### src/rtl/des_key_sched.sv
// Iterative DES key schedule: PC-1 on start, per-round C/D rotation, PC-2 per subkey.
// Streams K1..K16 (encrypt) or K16..K1 (decrypt) under a valid/ready handshake.
module des_key_sched (
  input  logic        clk,
  input  logic        rst,
  input  logic        req,
  input  logic [63:0] key,
  input  logic        dec,
  input  logic        k_ready,
  output logic [47:0] k,
  output logic        k_valid,
  output logic [3:0]  rnd,
  output logic        ack
);

  localparam logic [1:0] ST_IDLE = 2'd0;
  localparam logic [1:0] ST_GEN  = 2'd1;
  localparam logic [1:0] ST_DONE = 2'd2;

  // DES bit numbers (1 = MSB), first table entry in the most significant slot
  localparam logic [335:0] PC1_TBL = {
    6'd57, 6'd49, 6'd41, 6'd33, 6'd25, 6'd17, 6'd9,  6'd1,  6'd58, 6'd50, 6'd42, 6'd34, 6'd26, 6'd18,
    6'd10, 6'd2,  6'd59, 6'd51, 6'd43, 6'd35, 6'd27, 6'd19, 6'd11, 6'd3,  6'd60, 6'd52, 6'd44, 6'd36,
    6'd63, 6'd55, 6'd47, 6'd39, 6'd31, 6'd23, 6'd15, 6'd7,  6'd62, 6'd54, 6'd46, 6'd38, 6'd30, 6'd22,
    6'd14, 6'd6,  6'd61, 6'd53, 6'd45, 6'd37, 6'd29, 6'd21, 6'd13, 6'd5,  6'd28, 6'd20, 6'd12, 6'd4
  };

  localparam logic [287:0] PC2_TBL = {
    6'd14, 6'd17, 6'd11, 6'd24, 6'd1,  6'd5,  6'd3,  6'd28, 6'd15, 6'd6,  6'd21, 6'd10,
    6'd23, 6'd19, 6'd12, 6'd4,  6'd26, 6'd8,  6'd16, 6'd7,  6'd27, 6'd20, 6'd13, 6'd2,
    6'd41, 6'd52, 6'd31, 6'd37, 6'd47, 6'd55, 6'd30, 6'd40, 6'd51, 6'd45, 6'd33, 6'd48,
    6'd44, 6'd49, 6'd39, 6'd56, 6'd34, 6'd53, 6'd46, 6'd42, 6'd50, 6'd36, 6'd29, 6'd32
  };

  function automatic logic [55:0] pc1(input logic [63:0] kin);
    logic [55:0] o;
    logic [5:0]  p;
    o = 56'd0;
    for (int i = 0; i < 56; i++) begin
      p = PC1_TBL[(55 - i) * 6 +: 6];
      o[55 - i] = kin[6'd63 - (p - 6'd1)];
    end
    return o;
  endfunction

  function automatic logic [47:0] pc2(input logic [55:0] cdin);
    logic [47:0] o;
    logic [5:0]  p;
    o = 48'd0;
    for (int i = 0; i < 48; i++) begin
      p = PC2_TBL[(47 - i) * 6 +: 6];
      o[47 - i] = cdin[6'd56 - p];
    end
    return o;
  endfunction

  function automatic logic [27:0] rot_half(input logic [27:0] h, input logic right, input logic two);
    logic [27:0] o;
    case ({right, two})
      2'b00:   o = {h[26:0], h[27]};
      2'b01:   o = {h[25:0], h[27:26]};
      2'b10:   o = {h[0], h[27:1]};
      2'b11:   o = {h[1:0], h[27:2]};
      default: o = h;
    endcase
    return o;
  endfunction

  logic [1:0]  state_q, state_d;
  logic [55:0] cd_q, cd_d;
  logic [3:0]  r_q, r_d;
  logic        dec_q, dec_d;
  logic [47:0] k_q, k_d;
  logic        k_valid_q, k_valid_d;
  logic [3:0]  rnd_q, rnd_d;
  logic        ack_q, ack_d;
  logic [55:0] pc_s;
  logic        one_s;

  // Parity bits of the key never reach the schedule.
  logic unused_parity_s;
  assign unused_parity_s = ^{key[56], key[48], key[40], key[32], key[24], key[16], key[8], key[0]};

  // Next-state logic; outputs are precomputed from next state so they leave flops.
  always_comb begin
    state_d = state_q;
    cd_d    = cd_q;
    r_d     = r_q;
    dec_d   = dec_q;
    pc_s    = pc1(key);
    // Single-bit shift after rounds 1, 8 and 15 (both directions share this set)
    one_s   = (r_q == 4'd0) || (r_q == 4'd7) || (r_q == 4'd14);
    case (state_q)
      ST_IDLE: begin
        if (req) begin
          cd_d    = dec ? pc_s : {rot_half(pc_s[55:28], 1'b0, 1'b0), rot_half(pc_s[27:0], 1'b0, 1'b0)};
          r_d     = 4'd0;
          dec_d   = dec;
          state_d = ST_GEN;
        end else begin
          state_d = ST_IDLE;
        end
      end
      ST_GEN: begin
        if (k_ready) begin
          r_d = r_q + 4'd1;
          if (r_q == 4'd15) begin
            state_d = ST_DONE;
          end else begin
            cd_d = {rot_half(cd_q[55:28], dec_q, ~one_s), rot_half(cd_q[27:0], dec_q, ~one_s)};
          end
        end else begin
          state_d = ST_GEN;
        end
      end
      ST_DONE: begin
        if (!req) begin
          state_d = ST_IDLE;
        end else begin
          state_d = ST_DONE;
        end
      end
      default: state_d = ST_IDLE;
    endcase
    k_valid_d = (state_d == ST_GEN);
    k_d       = k_valid_d ? pc2(cd_d) : 48'd0;
    rnd_d     = k_valid_d ? r_d : 4'd0;
    ack_d     = (state_d == ST_DONE);
  end

  // State and output registers.
  always_ff @(posedge clk or posedge rst) begin
    if (rst) begin
      state_q   <= ST_IDLE;
      cd_q      <= 56'd0;
      r_q       <= 4'd0;
      dec_q     <= 1'b0;
      k_q       <= 48'd0;
      k_valid_q <= 1'b0;
      rnd_q     <= 4'd0;
      ack_q     <= 1'b0;
    end else begin
      state_q   <= state_d;
      cd_q      <= cd_d;
      r_q       <= r_d;
      dec_q     <= dec_d;
      k_q       <= k_d;
      k_valid_q <= k_valid_d;
      rnd_q     <= rnd_d;
      ack_q     <= ack_d;
    end
  end

  assign k       = k_q;
  assign k_valid = k_valid_q;
  assign rnd     = rnd_q;
  assign ack     = ack_q;

endmodule
### config.mk
export PLATFORM = sky130hd
export DESIGN_NAME = des_key_sched
export DESIGN_NICKNAME = d
export VERILOG_FILES = /design/src/rtl/des_key_sched.sv
export SDC_FILE = /design/constraint.sdc
export NUM_CORES = 1
export LEC_CHECK = 0
export CAP_MARGIN = 30
export CORE_ASPECT_RATIO = 1.25
export CORE_MARGIN = 10
export CORE_UTILIZATION = 48
export CTS_BUF_LIST = sky130_fd_sc_hd__clkbuf_2 sky130_fd_sc_hd__clkbuf_4 sky130_fd_sc_hd__clkbuf_8
export CTS_CLUSTER_SIZE = 14
export DETAILED_ROUTE_END_ITERATION = 6
export MAX_ROUTING_LAYER = met4
export PLACE_DENSITY = 0.73
export SKIP_LAST_GASP = 1
export SYNTH_ARGS = -nofsm -noshare
export SYNTH_HDL_FRONTEND = slang
export SYNTH_SLANG_ARGS = --single-unit
### constraint.sdc
create_clock -name clk -period 4.92 [get_ports clk]
set_clock_uncertainty 0.05 [all_clocks]
set_input_delay 1.23 -clock clk [delete_from_list [all_inputs] [get_ports clk]]
set_output_delay 1.23 -clock clk [all_outputs]
set_load 0.005 [all_outputs]
* Word level (Yosys, flattened, before mapping)
Index checks and enable logic that the tools add are counted.
** Cells by class
- $add $sub $neg :: 1
- Multiply operators :: 0
- Div/mod/pow operators :: 0
- Order comparisons :: 0
- Eq/ne operators :: 13
- Shifts and indexed selects :: 0
- Mux-type cells :: 17
- Bitwise operators :: 1
- Reductions and logical operators :: 8
** Operators with widths (number)
- two-way mux 56 bit :: 4
- one-hot mux 28 bit (4 select lines) :: 2
- one-hot mux 56 bit (2 select lines) :: 1
- two-way mux 48 bit :: 1
- two-way mux 4 bit :: 3
- equality test 2 bit (second input constant) :: 4
- equality test 4 bit (second input constant) :: 2
- one-hot mux 4 bit (2 select lines) :: 1
- equality test 2 x 1 -> 1 bit (second input constant) :: 3
- two-way mux 2 bit :: 3
- inequality test 2 bit (second input constant) :: 3
- one-hot mux 2 bit (3 select lines) :: 1
- adder 4 x 1 -> 4 bit (second input constant) :: 1
- equality test 4 x 3 -> 1 bit (second input constant) :: 1
- zero test 2 bit :: 2
- zero test 4 bit :: 1
- AND reduction 4 bit :: 1
- logical OR 1 bit :: 2
- AND reduction 2 bit :: 1
- nonzero test 2 bit :: 1
- two-way mux 1 bit :: 1
- NOT 1 bit :: 1
** Storage, ports and cells
- Bits in registers :: 117
- Latch bits :: 0
- Bits in writable memories :: 0
- Bits in read-only memories :: 0
- Input port bits :: 69
- Output and inout port bits :: 54
- Word-level logic and storage cells :: 49
- Memories kept :: 0

* Depth between registers and ports, before layout
Gate-level depths: netlist of the first run.
- Word-level depth :: 10
- Depth in mapped cells :: 10
- Depth with buffers taken out :: 7

* Least setup slack after synthesis of the first run
Ideal clock, no wire load.
- Path type :: in2reg
- From :: input k_ready
- To :: register cd_q[2]
- Library setup time :: 0.124 ns
- Data arrival time :: 2.355 ns
- Data required time :: 4.746 ns
- Slack :: 2.392 ns
- Stages on the path :: 8
- Buffers on the path :: 3
- Path through :: and3b_1 > clkbuf_2 > and2_1 > buf_2 > nand2_2 > buf_2 > o221ai_1 > o21bai_1
** On the way
- Longest elaborated chain between the ends :: 2
** Ends and longest elaborated chain
- start, declared :: RTL line 9 : input logic k_ready,
- inequality test 2 bit (no line)
- AND reduction 4 bit (no line)
- end signal, assigned :: RTL line 135 : cd_q <= 56'd0;
- end signal, assigned :: RTL line 144 : cd_q <= cd_d;
- end, declared :: RTL line 70 : logic [55:0] cd_q, cd_d;
No other way between the ends.
A chain may end at the register's enable or synchronous reset.

* Worst setup path in the final report of the first run
Ends and elaborated chain as after synthesis.

==> impl_metrics.env, run 1 <==
export IMPL_cts_buffers=17
export IMPL_setup_tns_ns=0
export IMPL_status="completed"
export IMPL_syn_area_sq_mm=0.00737
export IMPL_die_area_sq_mm=0.0207
export IMPL_root_buffer="clkbuf_8"
export IMPL_first_global_vias=6864
export IMPL_syn_inst=782
export IMPL_cap_violations=0
export IMPL_num_fill_cells=1266
export IMPL_cp_arrival_ns=3.52
export IMPL_worstMarginPinSlew_ns=1.01
export IMPL_synth_edf_count=0
export IMPL_first_pass_iters=6
export IMPL_layout_min_cycle_time_ns=3.21
export IMPL_synth_top_area_cell="dfrtp_1"
export IMPL_via_per_inst=6.30
export IMPL_hold_class="register to register"
export IMPL_globalRoute_totalOverflow=0
export IMPL_syn2layout_area_growth_pct=22.8
export IMPL_clock_latency_ns=0.47
export IMPL_grt_max_degree=90
export IMPL_yosys_most_used_dff="dfrtp_1"
export IMPL_drive_gt1_frac=0.0815
export IMPL_vias=6634
export IMPL_setup_viol=0
export IMPL_synth_top_area_frac=0.397
export IMPL_ys_ff_latch=117
export IMPL_hold_depth=2
export IMPL_path_class="input port to register"
export IMPL_drt_iter0_drc=698
export IMPL_ctsHtreeMaxLevel=4
export IMPL_power_density_mw_per_mm2=625
export IMPL_grt_usage=0.213
export IMPL_synthTopCellsByArea="dfrtp_1 40%, mux2i_1 15%, nor2b_1 5.6%"
export IMPL_relSlewSlack=0.327
export IMPL_final_cell_mix="116 x dfrtp_1, 113 x clkdlybuf4s50_1, 108 x mux2i_1"
export IMPL_die_h_microns=159
export IMPL_syn_nets=854
export IMPL_wl_per_cell_microns=20.1
export IMPL_seq_area_frac_synth=0.397
export IMPL_die_x_microns=131
export IMPL_yosys_warnings=0
export IMPL_cts_sinks=117
export IMPL_fmax_ghz=0.311
export IMPL_synth_cell_types=50
export IMPL_clockBufferDepth=2
export IMPL_postCtsSetupRepairBufs=0
export IMPL_clk_pin_slew_worst_paths_ns=0.07
export IMPL_p_leak_nw=3.73
export IMPL_hpwl_mm=14.1
export IMPL_required_ns=5.22
export IMPL_hold_buffers=0
export IMPL_ir_drop_uv=294
export IMPL_hold_violations=0
export IMPL_diodes=0
export IMPL_r2r_cells=7
export IMPL_start_util=0.491
export IMPL_cts_resized_gates=0
export IMPL_grt_pass1_wl_mm=34.3
export IMPL_finalWeightedCongestion=0.882
export IMPL_end_kind="register"
export IMPL_layout_commonest_cell="dfrtp_1"
export IMPL_core_area_sq_mm=0.0150
export IMPL_io_buffers=114
export IMPL_async_flop_share=1.00
export IMPL_routed_wl_mm=21.2
export IMPL_critPathLaunchType="input port"
export IMPL_power_mw=5.65
export IMPL_pin_count=123
export IMPL_drc=0
export IMPL_final_nets=930
export IMPL_cts_tree="built"
export IMPL_rows=50
export IMPL_syn_area_per_cell_sq_um=9.42
export IMPL_rsz0062_at_grt="no"
export IMPL_crit_fanout=42
export IMPL_maxSlewViolCount=0
export IMPL_final_period_utilization=0.653
export IMPL_antenna_found_initial=0
export IMPL_antenna_left=0
metal layers:
layer,track usage,vias to the layer above,part of all wire
li1,-,3071,-
met1,0.239,3235,0.40
met2,0.355,278,0.51
met3,0.0473,50,0.062
met4,0.0976,0,0.028
met5,-,-,0
cell usage after synthesis (8+ instances only):
master and n:
o211ai_1 52, nor2b_1 66, o21ai_0 58, nand2b_1 17
dfrtp_1 117, o22a_1 13, buf_4 8, nand3_1 63
nand2_1 25, a211oi_1 26, a311o_1 19, a21oi_1 50
clkbuf_1 45, mux2i_1 108, buf_2 17, nor2_1 23
cell families after synthesis:
| group | after synthesis | share of synthesized area |
|---|---|---|
| adder cells (fa/ha/maj) | 3 | 0.00510 |
| XOR/XNOR | 1 | 0.00119 |
| buffers and inverters | 81 | 0.0494 |
| AO/OA/AOI/OAI | 255 | 0.235 |
| multiplexers | 115 | 0.160 |
| flip-flops | 117 | 0.397 |
| AND/OR/NAND/NOR | 210 | 0.152 |
registers in the layout (all words and copies together), names as in the netlist:
register and flops:
k 48, cd_q 56, ack 1, r_q 4
state_q 2, k_valid 1, dec_q 1, rnd 4
worst max-delay path, stage by stage:
cell and delay (ns):
clkdlybuf4s50_1 0.63, and3b_1 0.32, nand2_2 0.49, buf_12 0.39, nand3_1 0.11, o221ai_1 0.12
o21bai_1 0.20
power by group:
group          leakage [nW]  switching (mW)  internal (mW)
Sequential             1.47           0.419           1.39
Clock                 0.227           0.407          0.591
Combinational          2.03            1.43           1.41
Total                  3.73            2.26           3.39
metrics by stage:
| stage | hold slack [ns] | area, sq um | std cells | util | setup WS [ns] |
|---|---|---|---|---|---|
| global route | 0.528 | 9050 | 1053 | 0.603 | 1.57 |
| floorplan | 0.441 | 7370 | 782 | - | 0.539 |
| finish | 0.491 | 9050 | 1053 | 0.603 | 1.71 |
| detailed placement | 0.476 | 8590 | 1020 | 0.572 | 1.28 |
| global placement | 0.467 | 8560 | 1019 | 0.570 | 1.30 |
| CTS | 0.495 | 9030 | 1052 | 0.601 | 1.77 |
cell type report:
class                      instances  area (sq um)  share of cell area
timing repair buffer             132          1330               0.147
clock inverter                    10           153              0.0169
sequential                       117          2930               0.324
clock buffer                      22           284              0.0314
multi-input combinational        584          4100               0.453
tap                              182           228              0.0252
inverter                           6          25.0             0.00277
final timing paths:
kind | from | to | slack (ns)
worst max register to register | state_q[1] | cd_q[2] | 1.80
max in group asynchronous | rst | cd_q[26] | 2.81
worst min register to register | cd_q[47] | cd_q[47] | 0.49
worst min-delay path | cd_q[47] | cd_q[47] | 0.49
worst max-delay path | k_ready | cd_q[2] | 1.71
min in group asynchronous | rst | k[33] | 1.21
Power figures use the tool's default switching activity.
==> run 2: changes to the inputs <==
- PLACE_DENSITY: 0.73 -> 0.76
- clock period: 4.92 -> 2.8 ns (I/O delays scaled with it)
==> run 2 against run 1 <==
  * Wire length fell by 2.2%
  * Via count down 1.1%
  * Global-route usage decreased by 0.39 points
  * Cell count increased by 1.6%
  * Critical path depth is the same
  * Power up 74%
  * Core utilization increased by 0.93 points
  * Hold slack better by 0.0036 ns
  * Cell area up 1.5%
  * Sequential cell count did not move
  * Register-to-register slack worse by 1.5 ns
  * Critical path type is now register to register
==> impl_metrics.env, run 2 (synthesis gave the netlist of run 1 again) <==
export IMPL_clock_latency_ns=0.46
export IMPL_grt_max_degree=59
export IMPL_cts_tree="built"
export IMPL_via_per_inst=6.13
export IMPL_hp_start="cd_q[47]"
export IMPL_worstReg2RegEnd="k[10]"
export IMPL_end_kind="register"
export IMPL_globalRoute_totalOverflow=0
export IMPL_syn2layout_area_growth_pct=24.7
export IMPL_die_h_microns=159
export IMPL_postCtsSetupRepairBufs=0
export IMPL_r2r_slack_ns=0.33
export IMPL_hold_violations=0
export IMPL_die_x_microns=131
export IMPL_setup_viol=0
export IMPL_power_density_mw_per_mm2=1070
export IMPL_rsz0062_at_grt="no"
export IMPL_root_buffer="clkbuf_8"
export IMPL_layout_commonest_cell="dfrtp_1"
export IMPL_first_global_vias=6657
export IMPL_clockBufferDepth=2
export IMPL_drive_gt1_frac=0.0991
export IMPL_grt_usage=0.209
export IMPL_die_area_sq_mm=0.0207
export IMPL_hold_buffers=0
export IMPL_largest_reg_flops=56
export IMPL_pin_count=123
export IMPL_start_util=0.491
export IMPL_crit_fanout=28
export IMPL_cts_resized_gates=0
export IMPL_layout_min_cycle_time_ns=2.47
export IMPL_holdPathEnd="cd_q[47]"
export IMPL_setup_tns_ns=0
export IMPL_hold_depth=2
export IMPL_r2r_cells=7
export IMPL_hpwl_mm=14.3
export IMPL_fmax_ghz=0.405
export IMPL_diodes=0
export IMPL_antenna_left=0
export IMPL_cts_buffers=17
export IMPL_largest_register="cd_q"
export IMPL_clk_pin_slew_worst_paths_ns=0.07
export IMPL_final_core_util=0.612
export IMPL_r2r_start="r_q[0]"
export IMPL_critPathLaunchType="register"
export IMPL_whs_ns=0.495
export IMPL_vias=6564
export IMPL_drt_iter0_drc=627
export IMPL_power_mw=9.82
export IMPL_final_nets=949
export IMPL_place_ws_ns=0.198
export IMPL_cap_violations=0
export IMPL_routed_wl_mm=20.7
export IMPL_cp_arrival_ns=2.72
export IMPL_ctsHtreeMaxLevel=4
export IMPL_final_cell_mix="116 x dfrtp_1, 113 x clkdlybuf4s50_1, 108 x mux2i_1"
export IMPL_drc=0
export IMPL_wl_per_cell_microns=19.4
export IMPL_finalWeightedCongestion=0.857
export IMPL_antenna_found_initial=0
export IMPL_status="completed"
export IMPL_hold_class="register to register"
export IMPL_p_leak_nw=3.81
export IMPL_ir_drop_uv=551
export IMPL_cts_sinks=117
export IMPL_first_pass_iters=5
export IMPL_final_period_utilization=0.882
export IMPL_worstMarginPinSlew_ns=0.615
export IMPL_relSlewSlack=0.590
export IMPL_core_area_sq_mm=0.0150
export IMPL_worst_slack_ns=0.332
export IMPL_path_class="register to register"
export IMPL_maxSlewViolCount=0
export IMPL_io_buffers=114
export IMPL_required_ns=3.05
export IMPL_grt_pass1_wl_mm=33.8
export IMPL_rows=50
==> run 2: cell count changes in the layout (fill, tap and decap cells not counted), sizes merged <==
cell,before,now
buf,19,38
bufinv,4,1
clkinv,5,3
clkbuf,22,26
inv,6,5
==> run 2: through the flow <==
step,area [sq um],instances
after floorplan,7370,782
after global placement,8810,1040
after detailed placement,8810,1040
after CTS,9190,1070
after global routing,9190,1070
final,9190,1070
==> run 2: layer usage <==
layer	routed length, microns	up-vias	GRT usage
met1	8490	3204	0.240
met4	527	0	0.0870
met3	1090	38	0.0366
met2	10600	210	0.353
li1	-	3112	-
met5	0	-	-
==> run 2: worst max-delay path, stage by stage, from the launching register on <==
cell      delay, ns
dfrtp_1        0.40
inv_1          0.08
ha_1           0.24
a21boi_1       0.41
a21oi_4        0.20
buf_12         0.22
o311ai_0       0.50
o21ai_0        0.20
==> run 2: cell type report <==
type / count / area (sq um)
Clock inverter: 4 / 45.0
Timing Repair Buffer: 151 / 1530
Multi-Input combinational cell: 584 / 4100
Fill cell: 1263 / 5830
Sequential cell: 117 / 2930
Tap cell: 182 / 228
Clock buffer: 26 / 333
Inverter: 6 / 26.3
==> run 2: how the worst max path moves through the flow <==
| stage | from | endpoint | cells after the start |
|---|---|---|---|
| finish | r_q[0] | k[10] | 7 |
| detailed placement | req | cd_q[7] | 6 |
| global placement | req | cd_q[8] | 6 |
| floorplan | rst | ack | 1 |
| global route | r_q[0] | k[10] | 7 |
| CTS | r_q[0] | k[46] | 8 |
==> run 2: where the power goes <==
part	leakage [nW]	internal (mW)	switching, mW	total (mW)
combinational	2.13	2.62	2.51	5.12
clock	0.202	0.845	0.672	1.52
sequential	1.47	2.44	0.736	3.18
total	3.81	5.90	3.91	9.82
==> run 3: changes to the inputs <==
- CORE_UTILIZATION: 48 -> 50
- HOLD_SLACK_MARGIN: unset -> 0.1
- PLACE_DENSITY: 0.76 -> 0.79
- clock period: 2.8 -> 2.1 ns (I/O delays scaled with it)
==> run 3 against run 2 <==
  * Cell count increased by 2.8%
  * Non-clock buffer count rose by 35
  * Critical path depth up 2
  * Critical endpoint is now cd_q[2]
  * Cell area grew 3.3%
  * Setup slack worse by 0.28 ns
  * Clock power is 20% higher
  * Fmax is 20% higher
==> impl_metrics.env, run 3 (synthesis gave the netlist of run 1 again) <==
export IMPL_drc=0
export IMPL_antenna_found_initial=0
export IMPL_maxSlewViolCount=0
export IMPL_final_core_util=0.659
export IMPL_setup_viol=0
export IMPL_ctsHtreeMaxLevel=4
export IMPL_whs_ns=0.319
export IMPL_first_pass_iters=7
export IMPL_relSlewSlack=0.723
export IMPL_pin_count=123
export IMPL_antenna_left=0
export IMPL_worstMarginPinSlew_ns=0.415
export IMPL_drive_gt1_frac=0.137
export IMPL_finalNonFillerCells=1100
export IMPL_routed_wl_mm=21.2
export IMPL_hold_class="input port to async pin"
export IMPL_via_per_inst=6.11
export IMPL_path_class="register to register"
export IMPL_core_area_sq_mm=0.0144
export IMPL_layout_commonest_cell="dfrtp_1"
export IMPL_syn2layout_area_growth_pct=28.8
export IMPL_dpl_instance_area_sq_mm=0.00909
export IMPL_grt_usage=0.211
export IMPL_root_buffer="clkbuf_8"
export IMPL_grt_pass1_wl_mm=34.0
export IMPL_largest_reg_flops=56
export IMPL_required_ns=2.39
export IMPL_final_nets=984
export IMPL_drt_iter0_drc=743
export IMPL_clk_pin_slew_worst_paths_ns=0.07
export IMPL_largest_register="cd_q"
export IMPL_setup_tns_ns=0
export IMPL_clock_latency_ns=0.45
export IMPL_hpwl_mm=14.6
export IMPL_grt_max_degree=59
export IMPL_cts_sinks=117
export IMPL_rsz0062_at_grt="yes"
export IMPL_p_leak_nw=3.97
export IMPL_final_cell_mix="116 x dfrtp_1, 113 x clkdlybuf4s50_1, 107 x mux2i_1"
export IMPL_status="completed"
export IMPL_cap_violations=0
export IMPL_cp_arrival_ns=2.34
export IMPL_stdcell_area_sq_mm=0.00949
export IMPL_die_h_microns=156
export IMPL_power_density_mw_per_mm2=1420
export IMPL_wl_per_cell_microns=19.3
export IMPL_die_x_microns=129
export IMPL_dp_cells=1066
export IMPL_vias=6718
export IMPL_layout_min_cycle_time_ns=2.05
export IMPL_diodes=0
export IMPL_finalWeightedCongestion=0.891
export IMPL_hold_violations=0
export IMPL_num_fill_cells=1162
export IMPL_crit_fanout=16
export IMPL_clockBufferDepth=2
export IMPL_critPathLaunchType="register"
export IMPL_cts_tree="built"
export IMPL_cts_buffers=17
export IMPL_final_period_utilization=0.977
export IMPL_die_area_sq_mm=0.0200
export IMPL_end_kind="register"
export IMPL_rows=49
export IMPL_fmax_ghz=0.487
export IMPL_first_global_vias=6843
export IMPL_ir_drop_uv=661
export IMPL_io_buffers=114
export IMPL_globalRoute_totalOverflow=0
export IMPL_start_util=0.511
==> run 3: path summary, 6_finish.rpt <==
path / startpoint / to / slack [ns] / cells after the start
max in group asynchronous: rst / state_q[1] / 1.08 / 3
max reg2reg: r_q[0] / cd_q[2] / 0.05 / 9
min: rst / k[46] / 0.32 / 2
max: r_q[0] / cd_q[2] / 0.05 / 9
min in group clk: cd_q[18] / cd_q[18] / 0.49 / 2
min reg2reg: cd_q[18] / cd_q[18] / 0.49 / 2
==> run 3: area by class of cell <==
class | count | area [sq um] | share of cell area
Clock buffer | 23 | 298 | 0.0314
Tap cell | 178 | 223 | 0.0235
Sequential cell | 117 | 2930 | 0.309
Multi-Input combinational cell | 584 | 4110 | 0.433
Clock inverter | 6 | 30.0 | 0.00316
Inverter | 6 | 26.3 | 0.00277
Timing Repair Buffer | 186 | 1870 | 0.197
==> run 3: power by group <==
part           switching [mW]  total [mW]  internal, mW
clock network           0.903        1.82         0.915
registers               0.908        4.16          3.26
logic                    3.58        7.53          3.95
==> run 3: timing repair <==
item / 4_1_cts / 5_1_grt
cloned: 0 / 1
pin swaps: 0 / 6
endpoints found under the setup margin: 12 / 60
gates resized for setup: 1 / 13
setup buffers: 0 / 5
hold buffers: 0 / 0
==> run 3: worst max-delay path: stages, from the launching register on <==
cell	delay (ns)
dfrtp_1	0.41
inv_2	0.07
ha_2	0.18
a21boi_2	0.06
buf_4	0.16
a21oi_4	0.19
buf_6	0.23
mux2i_1	0.24
o221ai_1	0.16
o21bai_1	0.18
==> run 3: through the flow <==
| step | setup slack [ns] | power (mW) |
|---|---|---|
| after floorplan | 0.0976 | 8.62 |
| after global routing | -0.0303 | 14.4 |
| final | 0.0474 | 13.5 |
| after detailed placement | -0.184 | 11.5 |
| after CTS | -0.0341 | 13.3 |
| after global placement | -0.0831 | 11.3 |
==> run 3: per-layer routing <==
layer | track usage | vias up | wire [microns]
met2 | 0.358 | 237 | 10900
met5 | - | - | 0
met4 | 0.0844 | 0 | 520
met1 | 0.238 | 3253 | 8590
li1 | - | 3180 | -
met3 | 0.0439 | 48 | 1150
